**src/rtl/slot_pkg.sv**
```systemverilog
// Shared constants, reel state encoding and target reduction helper for the reel animator.
package slot_pkg;

  localparam int unsigned NUM_REELS = 3;
  localparam int unsigned SYM_W     = 3;
  localparam int unsigned CORDW     = 16;
  localparam int unsigned Y_HOME    = 176;

  // Galois LFSR x^16 + x^14 + x^13 + x^11, right-shifting form
  localparam logic [15:0] LFSR_SEED = 16'hACE1;
  localparam logic [15:0] LFSR_TAPS = 16'hB400;

  typedef enum logic [1:0] {IDLE, SPIN, STOPPING} reel_state_t;

  // Fold a raw 3-bit field into 0..num_sym-1 (single subtract suffices for num_sym >= 4)
  function automatic logic [SYM_W-1:0] reduce_sym(input logic [SYM_W-1:0] raw,
                                                  input int unsigned     num_sym);
    reduce_sym = (32'(raw) >= num_sym) ? SYM_W'(32'(raw) - num_sym) : raw;
  endfunction

endpackage

```
**src/rtl/reel_channel.sv**
```systemverilog
// One reel: scroll position, current symbol, spin countdown and landing target.
module reel_channel
  import slot_pkg::*;
#(
  parameter int unsigned NUM_SYM = 6,
  parameter int unsigned SPEED   = 8,
  parameter int unsigned SYM_H   = 128,
  parameter int unsigned CNT_W   = 16
) (
  input  logic              clk_100,
  input  logic              rst,
  input  logic              tick,
  input  logic              start,
  input  logic [SYM_W-1:0]  target_in,
  input  logic [CNT_W-1:0]  cnt_init,
  output logic [CORDW-1:0]  y,
  output logic [SYM_W-1:0]  sym,
  output logic              stopped,
  output logic              land_c
);

  localparam logic [CORDW-1:0] Y_HOME_V = CORDW'(Y_HOME);
  localparam logic [CORDW-1:0] Y_WRAP   = CORDW'(Y_HOME + SYM_H);

  reel_state_t      state;
  logic [CNT_W-1:0] cnt;
  logic [SYM_W-1:0] target;
  logic [CORDW-1:0] y_adv;
  logic [SYM_W-1:0] sym_adv;
  logic             at_target;

  // One-tick advance with sprite wrap and symbol increment
  always_comb begin
    y_adv   = y + CORDW'(SPEED);
    sym_adv = sym;
    if (y_adv >= Y_WRAP) begin
      y_adv   = y_adv - CORDW'(SYM_H);
      sym_adv = (sym == SYM_W'(NUM_SYM - 1)) ? '0 : sym + SYM_W'(1);
    end
  end

  assign at_target = (y == Y_HOME_V) && (sym == target);
  assign land_c    = tick && (state == STOPPING) && at_target;
  assign stopped   = (state == IDLE);

  // Reel FSM; an accepted start overrides a coincident tick
  always_ff @(posedge clk_100 or posedge rst) begin
    if (rst) begin
      state  <= IDLE;
      y      <= Y_HOME_V;
      sym    <= '0;
      cnt    <= '0;
      target <= '0;
    end else if (start) begin
      state  <= SPIN;
      cnt    <= cnt_init;
      target <= target_in;
    end else if (tick) begin
      case (state)
        IDLE: y <= Y_HOME_V;
        SPIN: begin
          y   <= y_adv;
          sym <= sym_adv;
          cnt <= cnt - CNT_W'(1);
          if (cnt <= CNT_W'(1)) state <= STOPPING;
        end
        STOPPING: begin
          if (at_target) begin
            state <= IDLE;
          end else begin
            y   <= y_adv;
            sym <= sym_adv;
          end
        end
        default: state <= IDLE;
      endcase
    end
  end

endmodule

```
**src/rtl/reel_spin_ctrl.sv**
```systemverilog
// Three-reel slot animator: tick divider, LFSR, start accept, completion and bus packing.
// Optional build macro REEL_FORCE_EN adds force_en/force_syms to override the landing targets.
module reel_spin_ctrl
  import slot_pkg::*;
#(
  parameter int unsigned TICK_DIV       = 1_666_667,
  parameter int unsigned NUM_SYM        = 6,
  parameter int unsigned SPEED          = 8,
  parameter int unsigned SYM_H          = 128,
  parameter int unsigned MIN_SPIN_TICKS = 90,
  parameter int unsigned STAGGER_TICKS  = 30
) (
  input  logic                         clk_100,
  input  logic                         rst,
  input  logic                         spin_start,
`ifdef REEL_FORCE_EN
  input  logic                         force_en,
  input  logic [NUM_REELS*SYM_W-1:0]   force_syms,
`endif
  output logic [NUM_REELS*SYM_W-1:0]   symbols,
  output logic [NUM_REELS*CORDW-1:0]   symbols_y_coords,
  output logic                         symbols_valid,
  output logic                         busy,
  output logic                         spin_done,
  output logic                         win
);

  localparam int unsigned TICK_W = (TICK_DIV > 1) ? $clog2(TICK_DIV) : 1;
  localparam int unsigned CNT_W  = 16;

  logic [TICK_W-1:0]    tick_cnt;
  logic                 tick;
  logic [15:0]          lfsr;
  logic                 start_acc;
  logic                 done_c;
  logic [NUM_REELS-1:0] stopped;
  logic [NUM_REELS-1:0] land_c;
  logic [SYM_W-1:0]     sym_r [NUM_REELS];
  logic [CORDW-1:0]     y_r   [NUM_REELS];
  logic [NUM_REELS*SYM_W-1:0] target_src;

  assign tick      = (tick_cnt == TICK_W'(TICK_DIV - 1));
  assign start_acc = spin_start && !busy;
  assign done_c    = busy && tick && (&(stopped | land_c));

`ifdef REEL_FORCE_EN
  assign target_src = force_en ? force_syms : lfsr[NUM_REELS*SYM_W-1:0];
`else
  assign target_src = lfsr[NUM_REELS*SYM_W-1:0];
`endif

  // Tick divider, LFSR, strobe and spin bookkeeping
  always_ff @(posedge clk_100 or posedge rst) begin
    if (rst) begin
      tick_cnt      <= '0;
      lfsr          <= LFSR_SEED;
      symbols_valid <= 1'b0;
      busy          <= 1'b0;
      spin_done     <= 1'b0;
      win           <= 1'b0;
    end else begin
      tick_cnt      <= tick ? '0 : tick_cnt + TICK_W'(1);
      lfsr          <= {1'b0, lfsr[15:1]} ^ (lfsr[0] ? LFSR_TAPS : 16'h0000);
      symbols_valid <= tick;
      spin_done     <= done_c;
      if (start_acc) begin
        busy <= 1'b1;
        win  <= 1'b0;
      end else if (done_c) begin
        busy <= 1'b0;
        win  <= (sym_r[0] == sym_r[1]) && (sym_r[1] == sym_r[2]);
      end
    end
  end

  for (genvar i = 0; i < NUM_REELS; i++) begin : g_reel
    reel_channel #(
      .NUM_SYM (NUM_SYM),
      .SPEED   (SPEED),
      .SYM_H   (SYM_H),
      .CNT_W   (CNT_W)
    ) u_reel (
      .clk_100   (clk_100),
      .rst       (rst),
      .tick      (tick),
      .start     (start_acc),
      .target_in (reduce_sym(target_src[SYM_W*i +: SYM_W], NUM_SYM)),
      .cnt_init  (CNT_W'(MIN_SPIN_TICKS + i * STAGGER_TICKS)),
      .y         (y_r[i]),
      .sym       (sym_r[i]),
      .stopped   (stopped[i]),
      .land_c    (land_c[i])
    );

    assign symbols[SYM_W*i +: SYM_W]          = sym_r[i];
    assign symbols_y_coords[CORDW*i +: CORDW] = y_r[i];
  end

endmodule

```
**config.mk**
```make
export PLATFORM = sky130hd
export DESIGN_NAME = reel_spin_ctrl
export DESIGN_NICKNAME = d
export VERILOG_FILES = /design/src/rtl/slot_pkg.sv /design/src/rtl/reel_channel.sv /design/src/rtl/reel_spin_ctrl.sv
export SDC_FILE = /design/constraint.sdc
export NUM_CORES = 1
export LEC_CHECK = 0
export CAP_MARGIN = 40
export CORE_UTILIZATION = 51
export CTS_BUF_LIST = sky130_fd_sc_hd__clkbuf_4 sky130_fd_sc_hd__clkbuf_8
export DETAILED_ROUTE_END_ITERATION = 16
export PLACE_DENSITY = 0.79
export SLEW_MARGIN = 20
export SYNTH_ARGS = -nofsm -noshare
export SYNTH_HDL_FRONTEND = slang
export SYNTH_SLANG_ARGS = --single-unit
```
**constraint.sdc**
```tcl
create_clock -name clk_100 -period 8.3 [get_ports clk_100]
set_input_delay 2.075 -clock clk_100 [delete_from_list [all_inputs] [get_ports clk_100]]
set_output_delay 2.075 -clock clk_100 [all_outputs]
set_load 0.01 [all_outputs]
```
[Word level (Yosys, flattened, before mapping)]
Cells that the tools add are included.
Word-level totals
  word-level logic and storage cells: 174
  output and inout bits: 61
  register bits: 161
  bits of input ports: 3
Operators by class
  reductions and logical operators: 41
  eq/ne operators: 30
  magnitude comparators: 9
  add/sub/neg operators: 16
  bitwise gates (word level): 3
  multiplexer cells: 54
Operators by type and width (number)
  16-bit two-way mux: 16
  16-bit case mux with 3 select lines: 3
  16-bit by 4-bit adder with 16-bit output, second input constant: 3
  16-bit by 8-bit == test with 1-bit output, second input constant: 3
  16-bit by 9-bit >= comparator with 1-bit output, second input constant: 3
  16-bit by 1-bit <= comparator with 1-bit output, second input constant: 3
  16-bit by 1-bit subtractor with 16-bit output, second input constant: 3
  16-bit by 8-bit subtractor with 16-bit output, second input constant: 3
  3-bit two-way mux: 12
  4-bit AND reduction: 9
  2-bit two-way mux: 12
  21-bit by 1-bit adder with 21-bit output, second input constant: 1
  21-bit == test, second input constant: 1
  21-bit two-way mux: 1
  2-bit case mux with 3 select lines: 3
  3-bit case mux with 2 select lines: 3
  2-bit nonzero test: 8
  15-bit by 16-bit XOR with 16-bit output: 1
  3-bit == test: 5
  1-bit logical AND: 13
  3-bit by 2-bit inequality test with 1-bit output, second input constant: 4
  2-bit inequality test, second input constant: 5
  3-bit by 1-bit adder with 3-bit output, second input constant: 3
  3-bit == test, second input constant: 3
  other kinds (14): 32

[Longest topological paths before layout]
  word-level depth: 8
  gate-level depth with buffers: 13

[Cells and area by module]
Synthesis repeated with hierarchy kept, for this count alone.
Unflattened totals
  cells, all modules: 1083
  area total of the unflattened synthesis: 9925.8 µm²
Modules (own cells, without submodules)
  reel_channel: cells each 309, instances 3, area an instance 2713.9 µm²
  reel_spin_ctrl: cells each 156, instances 1, area an instance 1784.2 µm²

[Least setup slack after synthesis]
No wires, ideal clock.
  path kind: input -> register
  start: input port spin_start
  end: register g_reel[2].u_reel.y[7]
  path buffers: 2
  stages on the path: 7
  slack: 4716 ps
  required time: 8223 ps
  arrival: 3507 ps
  cells stage by stage: and2b_2 > clkbuf_1 > a211o_1 > or2_1 > buf_6 > or4_1 > o21a_1
On the way
  word-level cells in the longest chain between the ends: 3
RTL lines
  from (decl): RTL line reel_spin_ctrl.sv:15  | input logic spin_start,
  1-bit logical AND: RTL line reel_spin_ctrl.sv:43  | assign start_acc = spin_start && !busy;
  1-bit inverter (no source line)
  4-bit AND reduction (no source line)
  to (signal assigned): RTL line reel_channel.sv:62  | y <= y_adv;
  to (signal assigned): RTL line reel_channel.sv:71  | y <= y_adv;
  to (decl): RTL line reel_channel.sv:16  | output logic [CORDW-1:0] y,
No other way between the ends.
A chain may end at the register's enable or synchronous reset.

[Worst setup path after layout]
  start: input port spin_start
  end: register g_reel[0].u_reel.y[12]
On the way
  word-level cells in the longest chain between the ends: 3
RTL lines (RTL line)
  1-bit logical AND: reel_spin_ctrl.sv:43
  1-bit inverter (no source line)
  4-bit AND reduction (no source line)
  to (signal assigned): reel_channel.sv:62
  to (signal assigned): reel_channel.sv:71
  to (decl): reel_channel.sv:16
No other way between the ends.

==> metrics <==
Initial Util 52.3%; crit end category register; # hold bufs at CTS 0; share of layout cells above drive strength 1 7.92%; total congestion overflow 0; WHS Path Cells 0; Largest stage delay, worst path 800 ps; Tot GR Track Use 23.7%; number of DRC markers in iteration 0 676; Avg Cell Area, Syn 8.96 µm²; crit path kind input port to register; RSZ-0062 raised after global routing no; Leakage 4.08 nW; die height 135 µm; Reg area 0.00382 mm²; Slew Limit Fails 0; status completed; multi-input logic area 0.00488 mm²; Worst Hold Class register to register; clock latency on the worst-skew pair 470 ps; ys async rst share 100%; Clock transition at path regs 80 ps; Netlist cell types 86; post-CTS setup buffer count 0; Synth Warn # 0; Detail Placement HPWL 14400 µm; total number of vias 7501; CTS tree built; Wirelength per Cell 15.9 µm; Final TNS setup 0 ps; sequential area share after synthesis 42.1%; Pwr Density 142 mW/mm²; worst-path fanout max 34; CP Cell Sequence clkdlybuf4s50_1, nand2_1, buf_4, nand4b_1, or4b_2, o21ai_0; DR pass1 iterations 5; Routed Antenna Nets 0; Final nets 1076; Final GP Congestion 0.935; DRT Wirelength 20400 µm; Slew @ Worst Pin 889 ps; worst hold path startpoint lfsr[12]$_DFF_PP0_; maximum VDD drop 0.0000981 V; die area 0.0184 mm²; FP Rows 48; area grow syn2layout 11.7%; ANT cells 0; Final Cycle Share 47.8%; first-pass GRT wire length 34700 µm; slew margin rel. 40.3%; Mapped Area 0.00908 mm²; setup ws final 4330 ps; clock skew 20.9 ps; port bufs 54; num ports 64; via/cell ratio 5.84; CP Launch Type input port; clk sinks 152; Clock Tree Buf Depth 2; Final Hold Fails 0; CTS Root Cell clkbuf_8; Filler Cell Count 1485; Tmin final 3970 ps; beginning of the worst register-to-register path g_reel[2].u_reel.y[5]$_DFFE_PP1P_; Setup violations, final 0; total power draw 1.44 mW; Critical Path Slowest Stage Cell or4b_2; Post-synth top flop dfrtp_1; Residual DRC 0; max-cap viol count 0; area of the core 0.0174 mm²; #FFs+latches synth 152; initial antenna violation count 0; synthesized instance count 1014; Hold EP lfsr[11]$_DFF_PP1_; vias in the first global route 7038; Reg-to-Reg End g_reel[2].u_reel.y[7]$_DFFE_PP1P_; WP data arrival 4350 ps; largest net degree at the start of global routing 74; Fmax 0.252 GHz; H-tree depth 4; number of flops mapped to enable cells by yosys 0; path depth of the worst reg2reg path 8; Worst EP required 8680 ps; die width 135 µm; Setup Slack @ Placement 3870 ps; Num CTS Buffers 17; post-CTS sizing 0; R2R Setup Slk 4770 ps
## synth_stat cells (all sizes together) (4+ instances only)
cell type / number / area, µm²
o31ai: 12 / 90.1
dfstp: 17 / 447
nand4: 20 / 125
mux2: 7 / 78.8
nor2: 98 / 370
dfrtp: 135 / 3380
or4: 10 / 75.1
mux2i: 8 / 80.1
nor4b: 4 / 35.0
a2111oi: 4 / 43.8
clkbuf: 32 / 133
or3: 19 / 119
and4: 4 / 36.3
or4b: 4 / 40.0
nor3b: 8 / 60.1
ha: 26 / 325
nor3: 35 / 186
a211o: 5 / 43.8
xor2: 35 / 307
a21o: 5 / 38.8
nand2b: 8 / 50.1
a31oi: 6 / 37.5
a21oi: 24 / 124
nand3: 49 / 245
o21ai: 62 / 314
inv: 37 / 139
and2: 8 / 50.1
nor4: 19 / 119
nand3b: 8 / 60.1
or2: 5 / 31.3
nand2: 123 / 469
buf: 21 / 135
nor2b: 8 / 50.1
xnor2: 65 / 569
nand4b: 7 / 61.3
o21a: 5 / 37.5
o211ai: 8 / 60.1
and3: 14 / 87.6
## final cells by class
class | count | share of cell area, %
repair buffers | 59 | 5.82
well taps | 225 | 2.77
inverters | 37 | 1.42
clock inverters | 8 | 1.18
flip-flops and latches | 152 | 37.7
clock buffers | 24 | 3.01
multi-input cells | 780 | 48.1
## sequential cells by signal, summed over array words and instances, names as in the netlist
register,flops
busy,1
g_reel.u_reel.cnt,48
g_reel.u_reel.state,6
g_reel.u_reel.sym,9
g_reel.u_reel.target,9
g_reel.u_reel.y,39
lfsr,16
spin_done,1
symbols_valid,1
tick_cnt,21
win,1
## metal layers
layer  vias to the layer above  wire length [µm]  part of all wire (%)  global-route usage [%]
li1                       3640                 -                     -                       -
met1                      3621              9490                    47                    32.3
met2                       216              9760                    48                    38.3
met3                        24               862                   4.2                    4.15
met4                         0               293                   1.4                    7.37
met5                         -                 0                     0                       0
## worst max path at each step
stage | from | to | cells after the start
after floorplan | rst | busy$_DFFE_PP0P_ | 1
after global placement | spin_start | g_reel[0].u_reel.y[10]$_DFFE_PP0P_ | 6
after detailed placement | spin_start | g_reel[0].u_reel.y[10]$_DFFE_PP0P_ | 6
after CTS | spin_start | g_reel[0].u_reel.y[12]$_DFFE_PP0P_ | 6
after global routing | spin_start | g_reel[0].u_reel.y[12]$_DFFE_PP0P_ | 6
final | spin_start | g_reel[0].u_reel.y[12]$_DFFE_PP0P_ | 6
## stage by stage
| step | area [µm²] | utilization, % | cells | hold slack (ps) |
|---|---|---|---|---|
| floorplan | 9110 | - | 1022 | 331 |
| global placement | 9700 | 55.9 | 1252 | 335 |
| detailed placement | 9720 | 56.0 | 1253 | 340 |
| CTS | 10100 | 58.5 | 1285 | 362 |
| global route | 10100 | 58.5 | 1285 | 363 |
| finish | 10100 | 58.5 | 1285 | 361 |
## critical path, delay by kind of cell
family / cells / cell delay [ps]
compound gates: 1 / 90
buf+inv: 2 / 730
simple gates: 3 / 1450
## power breakdown
part           switching (mW)  internal (mW)  total, mW
combinational          0.0401         0.0267     0.0668
clock                   0.269          0.333      0.602
sequential             0.0181          0.753      0.771
total                   0.327           1.11       1.44
## logic make-up after synthesis
group / Yosys count / synth area share [%]
other: 1 / 0.0413
muxes: 15 / 1.75
AOI/OAI and AO/OA: 168 / 12.2
adders and majority gates: 26 / 3.58
xor gates and xnor gates: 100 / 9.64
DFF: 152 / 42.1
and+or+nand+nor: 462 / 26.2
buffers and inverters: 90 / 4.48
## placed cells by master (no fill, tap or decap), types with 4 or more instances in the layout
cell and count:
dfrtp_1 135, nand2_1 122, nor2_1 97, xnor2_1 65, o21ai_0 61, clkdlybuf4s50_1 54, nand3_1 49, inv_1 36
xor2_1 35, nor3_1 34, ha_1 26, a21oi_1 23, nand4_1 20, clkbuf_8 20, or3_1 19, nor4_1 19
dfstp_2 17, and3_1 14, o31ai_1 12, or4_1 10, conb_1 9, nand2b_1 8, o211ai_1 8, nand3b_1 8
mux2i_1 8, and2_1 8, nor2b_1 8, nor3b_1 8, nand4b_1 7, mux2_2 7, a31oi_1 6, o21a_1 5
a211o_1 5, nor4b_1 4, a21o_1 4, clkbuf_4 4, buf_4 4
Power figures use the tool's default switching activity.
